File: src/rtl/reg_writeback_ctrl_if.sv
// rtl/reg_writeback_ctrl_if.sv - handshake and register-file write bundle for reg_writeback_ctrl
// Forwarding lookup signals exist only when WB_FORWARD_EN is defined.
interface reg_writeback_ctrl_if;
  logic        alu_valid;
  logic        alu_ready;
  logic [2:0]  alu_addr;
  logic [31:0] alu_value;
  logic        id_valid;
  logic        id_ready;
  logic [2:0]  id_addr;
  logic [31:0] id_value;
  logic        wb_stall;
  logic [2:0]  write_addr;
  logic [31:0] write_value_alu;
  logic [31:0] write_value_id;
  logic        write_data_sel;
  logic        write_enable;
  logic [7:0]  pending_mask;
  logic        busy;
`ifdef WB_FORWARD_EN
  logic [2:0]  fwd_addr;
  logic        fwd_hit;
  logic [31:0] fwd_value;

  modport master (
    output alu_valid, alu_addr, alu_value, id_valid, id_addr, id_value, wb_stall, fwd_addr,
    input  alu_ready, id_ready, write_addr, write_value_alu, write_value_id,
           write_data_sel, write_enable, pending_mask, busy, fwd_hit, fwd_value
  );
  modport slave (
    input  alu_valid, alu_addr, alu_value, id_valid, id_addr, id_value, wb_stall, fwd_addr,
    output alu_ready, id_ready, write_addr, write_value_alu, write_value_id,
           write_data_sel, write_enable, pending_mask, busy, fwd_hit, fwd_value
  );
`else
  modport master (
    output alu_valid, alu_addr, alu_value, id_valid, id_addr, id_value, wb_stall,
    input  alu_ready, id_ready, write_addr, write_value_alu, write_value_id,
           write_data_sel, write_enable, pending_mask, busy
  );
  modport slave (
    input  alu_valid, alu_addr, alu_value, id_valid, id_addr, id_value, wb_stall,
    output alu_ready, id_ready, write_addr, write_value_alu, write_value_id,
           write_data_sel, write_enable, pending_mask, busy
  );
`endif
endinterface

File: src/rtl/reg_writeback_ctrl.sv
// rtl/reg_writeback_ctrl.sv - in-order register-file write queue fed by ALU and ID sources
// Define WB_FORWARD_EN to add the combinational forwarding lookup (fwd_addr/fwd_hit/fwd_value).
module reg_writeback_ctrl #(
  parameter int         DEPTH    = 4,
  parameter logic [2:0] ZERO_REG = 3'd0
) (
  input  logic                 clk,
  input  logic                 rst,
  reg_writeback_ctrl_if.slave  bus
);
  localparam int PW = $clog2(DEPTH);
  localparam int CW = PW + 1;

  logic [PW-1:0] head;
  logic [PW-1:0] tail;
  logic [CW-1:0] count;
  logic          rr_alu;

  logic          q_sel   [DEPTH];
  logic [2:0]    q_addr  [DEPTH];
  logic [31:0]   q_value [DEPTH];

  logic          has_space;
  logic          conflict;
  logic          grant_alu;
  logic          grant_id;
  logic          alu_take;
  logic          id_take;
  logic          take;
  logic [2:0]    in_addr;
  logic [31:0]   in_value;
  logic          push;
  logic          pop;

  assign has_space = (count < CW'(DEPTH)) && !rst;
  assign conflict  = bus.alu_valid && bus.id_valid;
  // With nothing offered the grant parks on the ALU so an idle ALU still sees ready.
  assign grant_alu = conflict ? rr_alu  : !bus.id_valid;
  assign grant_id  = conflict ? !rr_alu : bus.id_valid;

  assign bus.alu_ready = has_space && grant_alu;
  assign bus.id_ready  = has_space && grant_id;

  assign alu_take = bus.alu_valid && bus.alu_ready;
  assign id_take  = bus.id_valid && bus.id_ready;
  assign take     = alu_take || id_take;
  assign in_addr  = alu_take ? bus.alu_addr  : bus.id_addr;
  assign in_value = alu_take ? bus.alu_value : bus.id_value;
  assign push     = take && (in_addr != ZERO_REG);

  assign bus.busy         = (count != '0);
  assign bus.write_enable = bus.busy && !bus.wb_stall;
  assign pop              = bus.write_enable;

  always_ff @(posedge clk) begin
    if (rst) begin
      head   <= '0;
      tail   <= '0;
      count  <= '0;
      rr_alu <= 1'b1;
    end else begin
      if (push) tail <= tail + 1'b1;
      if (pop)  head <= head + 1'b1;
      count <= count + CW'(push) - CW'(pop);
      if (conflict && take) rr_alu <= id_take;
    end
  end

  always_ff @(posedge clk) begin
    if (push) begin
      q_sel[tail]   <= alu_take;
      q_addr[tail]  <= in_addr;
      q_value[tail] <= in_value;
    end
  end

  logic [PW-1:0] idx;

  always_comb begin
    bus.write_addr      = 3'd0;
    bus.write_data_sel  = 1'b0;
    bus.write_value_alu = 32'd0;
    bus.write_value_id  = 32'd0;
    bus.pending_mask    = 8'd0;
    idx                 = head;
    if (bus.busy) begin
      bus.write_addr     = q_addr[head];
      bus.write_data_sel = q_sel[head];
      if (q_sel[head]) bus.write_value_alu = q_value[head];
      else             bus.write_value_id  = q_value[head];
    end
    for (int i = 0; i < DEPTH; i++) begin
      idx = head + PW'(i);
      if (CW'(i) < count) bus.pending_mask[q_addr[idx]] = 1'b1;
    end
  end

`ifdef WB_FORWARD_EN
  logic [PW-1:0] fidx;

  // Walk oldest to youngest so the last match left standing is the youngest.
  always_comb begin
    bus.fwd_hit   = 1'b0;
    bus.fwd_value = 32'd0;
    fidx          = head;
    for (int i = 0; i < DEPTH; i++) begin
      fidx = head + PW'(i);
      if ((CW'(i) < count) && (q_addr[fidx] == bus.fwd_addr) && (bus.fwd_addr != ZERO_REG)) begin
        bus.fwd_hit   = 1'b1;
        bus.fwd_value = q_value[fidx];
      end
    end
  end
`endif
endmodule

File: src/flat_wrapper.sv
// flat-port wrapper written by rule: the top's interface ports become plain ports
module reg_writeback_ctrl_flat 
#(
  parameter int         DEPTH    = 4,
  parameter logic [2:0] ZERO_REG = 3'd0
)
  (clk, rst, bus_alu_valid, bus_alu_addr, bus_alu_value, bus_id_valid, bus_id_addr, bus_id_value, bus_wb_stall, bus_alu_ready, bus_id_ready, bus_write_addr, bus_write_value_alu, bus_write_value_id, bus_write_data_sel, bus_write_enable, bus_pending_mask, bus_busy);
  reg_writeback_ctrl_if bus_i ();
  input  logic clk;
  input  logic rst;
  input wire logic [$bits(bus_i.alu_valid)-1:0] bus_alu_valid;
  input wire logic [$bits(bus_i.alu_addr)-1:0] bus_alu_addr;
  input wire logic [$bits(bus_i.alu_value)-1:0] bus_alu_value;
  input wire logic [$bits(bus_i.id_valid)-1:0] bus_id_valid;
  input wire logic [$bits(bus_i.id_addr)-1:0] bus_id_addr;
  input wire logic [$bits(bus_i.id_value)-1:0] bus_id_value;
  input wire logic [$bits(bus_i.wb_stall)-1:0] bus_wb_stall;
  output wire logic [$bits(bus_i.alu_ready)-1:0] bus_alu_ready;
  output wire logic [$bits(bus_i.id_ready)-1:0] bus_id_ready;
  output wire logic [$bits(bus_i.write_addr)-1:0] bus_write_addr;
  output wire logic [$bits(bus_i.write_value_alu)-1:0] bus_write_value_alu;
  output wire logic [$bits(bus_i.write_value_id)-1:0] bus_write_value_id;
  output wire logic [$bits(bus_i.write_data_sel)-1:0] bus_write_data_sel;
  output wire logic [$bits(bus_i.write_enable)-1:0] bus_write_enable;
  output wire logic [$bits(bus_i.pending_mask)-1:0] bus_pending_mask;
  output wire logic [$bits(bus_i.busy)-1:0] bus_busy;
  assign bus_i.alu_valid = bus_alu_valid;
  assign bus_i.alu_addr = bus_alu_addr;
  assign bus_i.alu_value = bus_alu_value;
  assign bus_i.id_valid = bus_id_valid;
  assign bus_i.id_addr = bus_id_addr;
  assign bus_i.id_value = bus_id_value;
  assign bus_i.wb_stall = bus_wb_stall;
  assign bus_alu_ready = bus_i.alu_ready;
  assign bus_id_ready = bus_i.id_ready;
  assign bus_write_addr = bus_i.write_addr;
  assign bus_write_value_alu = bus_i.write_value_alu;
  assign bus_write_value_id = bus_i.write_value_id;
  assign bus_write_data_sel = bus_i.write_data_sel;
  assign bus_write_enable = bus_i.write_enable;
  assign bus_pending_mask = bus_i.pending_mask;
  assign bus_busy = bus_i.busy;
  reg_writeback_ctrl #(.DEPTH(DEPTH), .ZERO_REG(ZERO_REG)) u_core (.clk(clk), .rst(rst), .bus(bus_i));
endmodule
File: config.mk
export PLATFORM = sky130hd
export DESIGN_NAME = reg_writeback_ctrl_flat
export DESIGN_NICKNAME = d
export VERILOG_FILES = /design/src/rtl/reg_writeback_ctrl_if.sv /design/src/rtl/reg_writeback_ctrl.sv /design/src/flat_wrapper.sv
export SDC_FILE = /design/constraint.sdc
export NUM_CORES = 1
export LEC_CHECK = 0
export CORE_MARGIN = 5
export CORE_UTILIZATION = 40
export DETAILED_ROUTE_END_ITERATION = 7
export GPL_TIMING_DRIVEN = 0
export PLACE_DENSITY = 0.64
export SLEW_MARGIN = 20
export SYNTH_ARGS = -nofsm -noshare
export SYNTH_HDL_FRONTEND = slang
export SYNTH_SLANG_ARGS = --single-unit
File: constraint.sdc
create_clock -name clk -period 3.5 [get_ports clk]
set_input_delay 0.7 -clock clk [delete_from_list [all_inputs] [get_ports clk]]
set_output_delay 0.7 -clock clk [all_outputs]
set_load 0.02 [all_outputs]
==> flow_summary.yaml <==
power:
  vdd_ir_drop_max_v: 0.000412
  p_leak_nw: 4.01
  power_density_nw_per_um2: 740
timing:
  relSlewSlack_pct: 57.6
  post-route-period-util_pct: 97.2
  period_minus_slack_ns: 3.40
  finalSetupViolCount: 0
  worst_clock_skew_ns: 0.0127
  rsz0062_at_grt: "no"
  slew_viol_final: 0
  tightest_slew_ns: 0.636
  finalHoldViolCount: 0
  setup_tns_ns: 0
  max_freq_ghz: 0.294
yosys:
  ys_ff_latch: 154
  synth.distinct_cells: 39
  synth_fp_nets: 510
  yosysSeqAreaShare_pct: 63.1
  syn_inst: 426
  syn-cell-area_um2: 7170
  syn_avg_cell_area_um2: 16.8
  yosysWarnings: 0
final_layout:
  layout.cells.most_common: "edfxtp_1"
  final_cell_mix: "edfxtp_1, clkdlybuf4s50_1, and2_1, dlymetal6s2s_1, mux4_2"
  num_antenna_cells: 0
  nFillCells: 1423
  nets: 685
  post-route-cell-area_um2: 9850
  drive_above_1_share_pct: 23.8
  multi_input_area_um2: 2520
  ff_latch_area_um2: 4530
  area_delta_synth_final_pct: 37.5
worst_setup_path:
  slowest_delay_ns: 0.64
  crit_path_cell_trace: "mux4_1, nor3_2, a32oi_1, o221ai_1, clkdlybuf4s50_1"
  cp.arrival_ns: 2.70
  worst_setup_path_start_kind: "flip-flop"
  cpMaxStageDelayCell: "mux4_1"
  end_kind: "output port"
  critPathKind: "reg -> out"
  critPathRequiredTime_ns: 2.80
  crit_fanout: 4
run:
  cap_violations: 0
clock_network:
  post_cts_buffers: 0
  numClockSinks: 154
  ctsHtreeMaxLevel: 4
  clk_path_buf_depth: 2
  clk_pin_slew_ns: 0.07
  root_buffer: "clkbuf_16"
  clk_latency_ns: 0.42
  cts_tree: "built"
  cts_buffers: 17
place:
  post-dp-hpwl_um: 11800
  placed_area_um2: 9080
  io_buffers: 153
  globalplace.congestion: 0.794
min_path:
  hold_path_class: "reg -> reg"
die:
  die_h_um: 144
  rows: 49
  core-area_um2: 17800
  start_util_pct: 40.3
  die_area_um2: 20700
  die_w_um: 144
  pin_count: 155
routing:
  antenna_left: 0
  vias: 4372
  routed_via_density: 5.19
  wl_um: 16700
  drtPass1Iterations: 4
  first_iter_violations: 228
  wl_per_cell_um: 19.8
  drcViolationCount: 0
global_routing:
  grt_usage_pct: 16.4
  grt_pass1_vias: 4646
  antenna_found_initial: 0
  grt_pass1_wl_um: 25200
  grt_overflow_total: 0
  grt_max_degree: 27
status:
  outcome: "finished clean"
## where the power goes
part / leakage, nW / internal (mW) / switching [mW]
logic: 2.32 / 1.45 / 1.58
clock network: 0.299 / 1.19 / 0.711
registers: 1.39 / 2.27 / 0.0893
total: 4.01 / 4.91 / 2.38
## state kept, by name, indices dropped and copies added, names as in the netlist, named ones only
signal and cells:
u_core.q_value 128, u_core.q_addr 12, u_core.q_sel 4, u_core.count 3, u_core.head 2, u_core.tail 2, u_core.rr_alu 1
## stage by stage
step	total power [mW]	std cells	setup slack (ns)	hold WS [ns]	util [%]
after floorplan	4.18	426	0.660	0.472	-
after global placement	5.40	808	-0.287	0.489	50.5
after detailed placement	5.47	812	0.0130	0.505	51.0
after CTS	7.41	843	0.00786	0.522	54.7
after global routing	7.66	843	0.00376	0.554	55.4
final	7.29	843	0.0986	0.520	55.4
## worst paths after layout
path / startpoint / to / slack [ns] / depth (start not counted)
hold / removal: u_core.rr_alu / u_core.rr_alu / 0.52 / 2
hold reg to reg: u_core.rr_alu / u_core.rr_alu / 0.52 / 2
setup / recovery: u_core.head[0] / bus_pending_mask[5] / 0.1 / 5
setup reg to reg: u_core.count[1] / u_core.count[2] / 1.18 / 9
## cells by family after synthesis
group | after synthesis | synth area share, %
mux | 87 | 20.4
xor+xnor | 4 | 0.489
simple gates | 120 | 9.88
fa+ha+maj | 9 | 1.68
flops | 154 | 63.1
buf+inv | 31 | 2.08
compound gates | 21 | 2.32
## synth_stat cells (all sizes together)
library cell / n / share of area [%]
or3: 1 / 0.087
nand2: 9 / 0.47
and3: 2 / 0.17
a32oi: 2 / 0.24
nand3: 2 / 0.21
a31o: 1 / 0.12
mux4: 43 / 14
nor3b: 2 / 0.21
nand2b: 5 / 0.44
and2: 69 / 6.0
a22oi: 6 / 0.63
o221ai: 8 / 0.98
dfxtp: 10 / 2.8
o31ai: 1 / 0.10
ha: 8 / 1.4
nor2: 12 / 0.63
edfxtp: 144 / 60
fa: 1 / 0.28
nor3: 3 / 0.28
and2b: 1 / 0.10
a21boi: 1 / 0.10
clkbuf: 5 / 0.28
a21oi: 2 / 0.14
buf: 16 / 1.3
inv: 10 / 0.52
mux2i: 7 / 0.98
xnor2: 3 / 0.37
or2: 3 / 0.30
nor2b: 9 / 0.79
xor2: 1 / 0.12
mux2: 37 / 5.8
nand4: 2 / 0.17
## worst max-delay path, delay by kind of cell (launching register included)
family	cells	cell delay, ns
flops	1	0.45
buf+inv	1	0.64
simple gates	1	0.29
mux	1	0.64
compound gates	2	0.27
## final cells by class
type                    instances  share of cell area [%]
plain buffers                  20                    1.22
clock buffers                  17                    4.32
clock inverters                15                    1.99
inverters                      10                   0.381
multi-input cells             241                    25.6
flip-flops and latches        154                    46.0
well taps                     229                    2.91
repair buffers                157                    17.6
## repair_timing
action	CTS	global route
cloned	0	0
resized for setup	9	51
setup endpoints to repair	71	63
hold buffers	0	0
## layer usage
metal,global-route usage [%],part of all wire [%],up-vias
li1,-,-,2012
met1,20.9,42,2189
met2,27.7,51,146
met3,3.93,5.6,25
met4,5.60,1.5,0
met5,0,0,-
No activity file was read; power rests on OpenSTA's default activity.
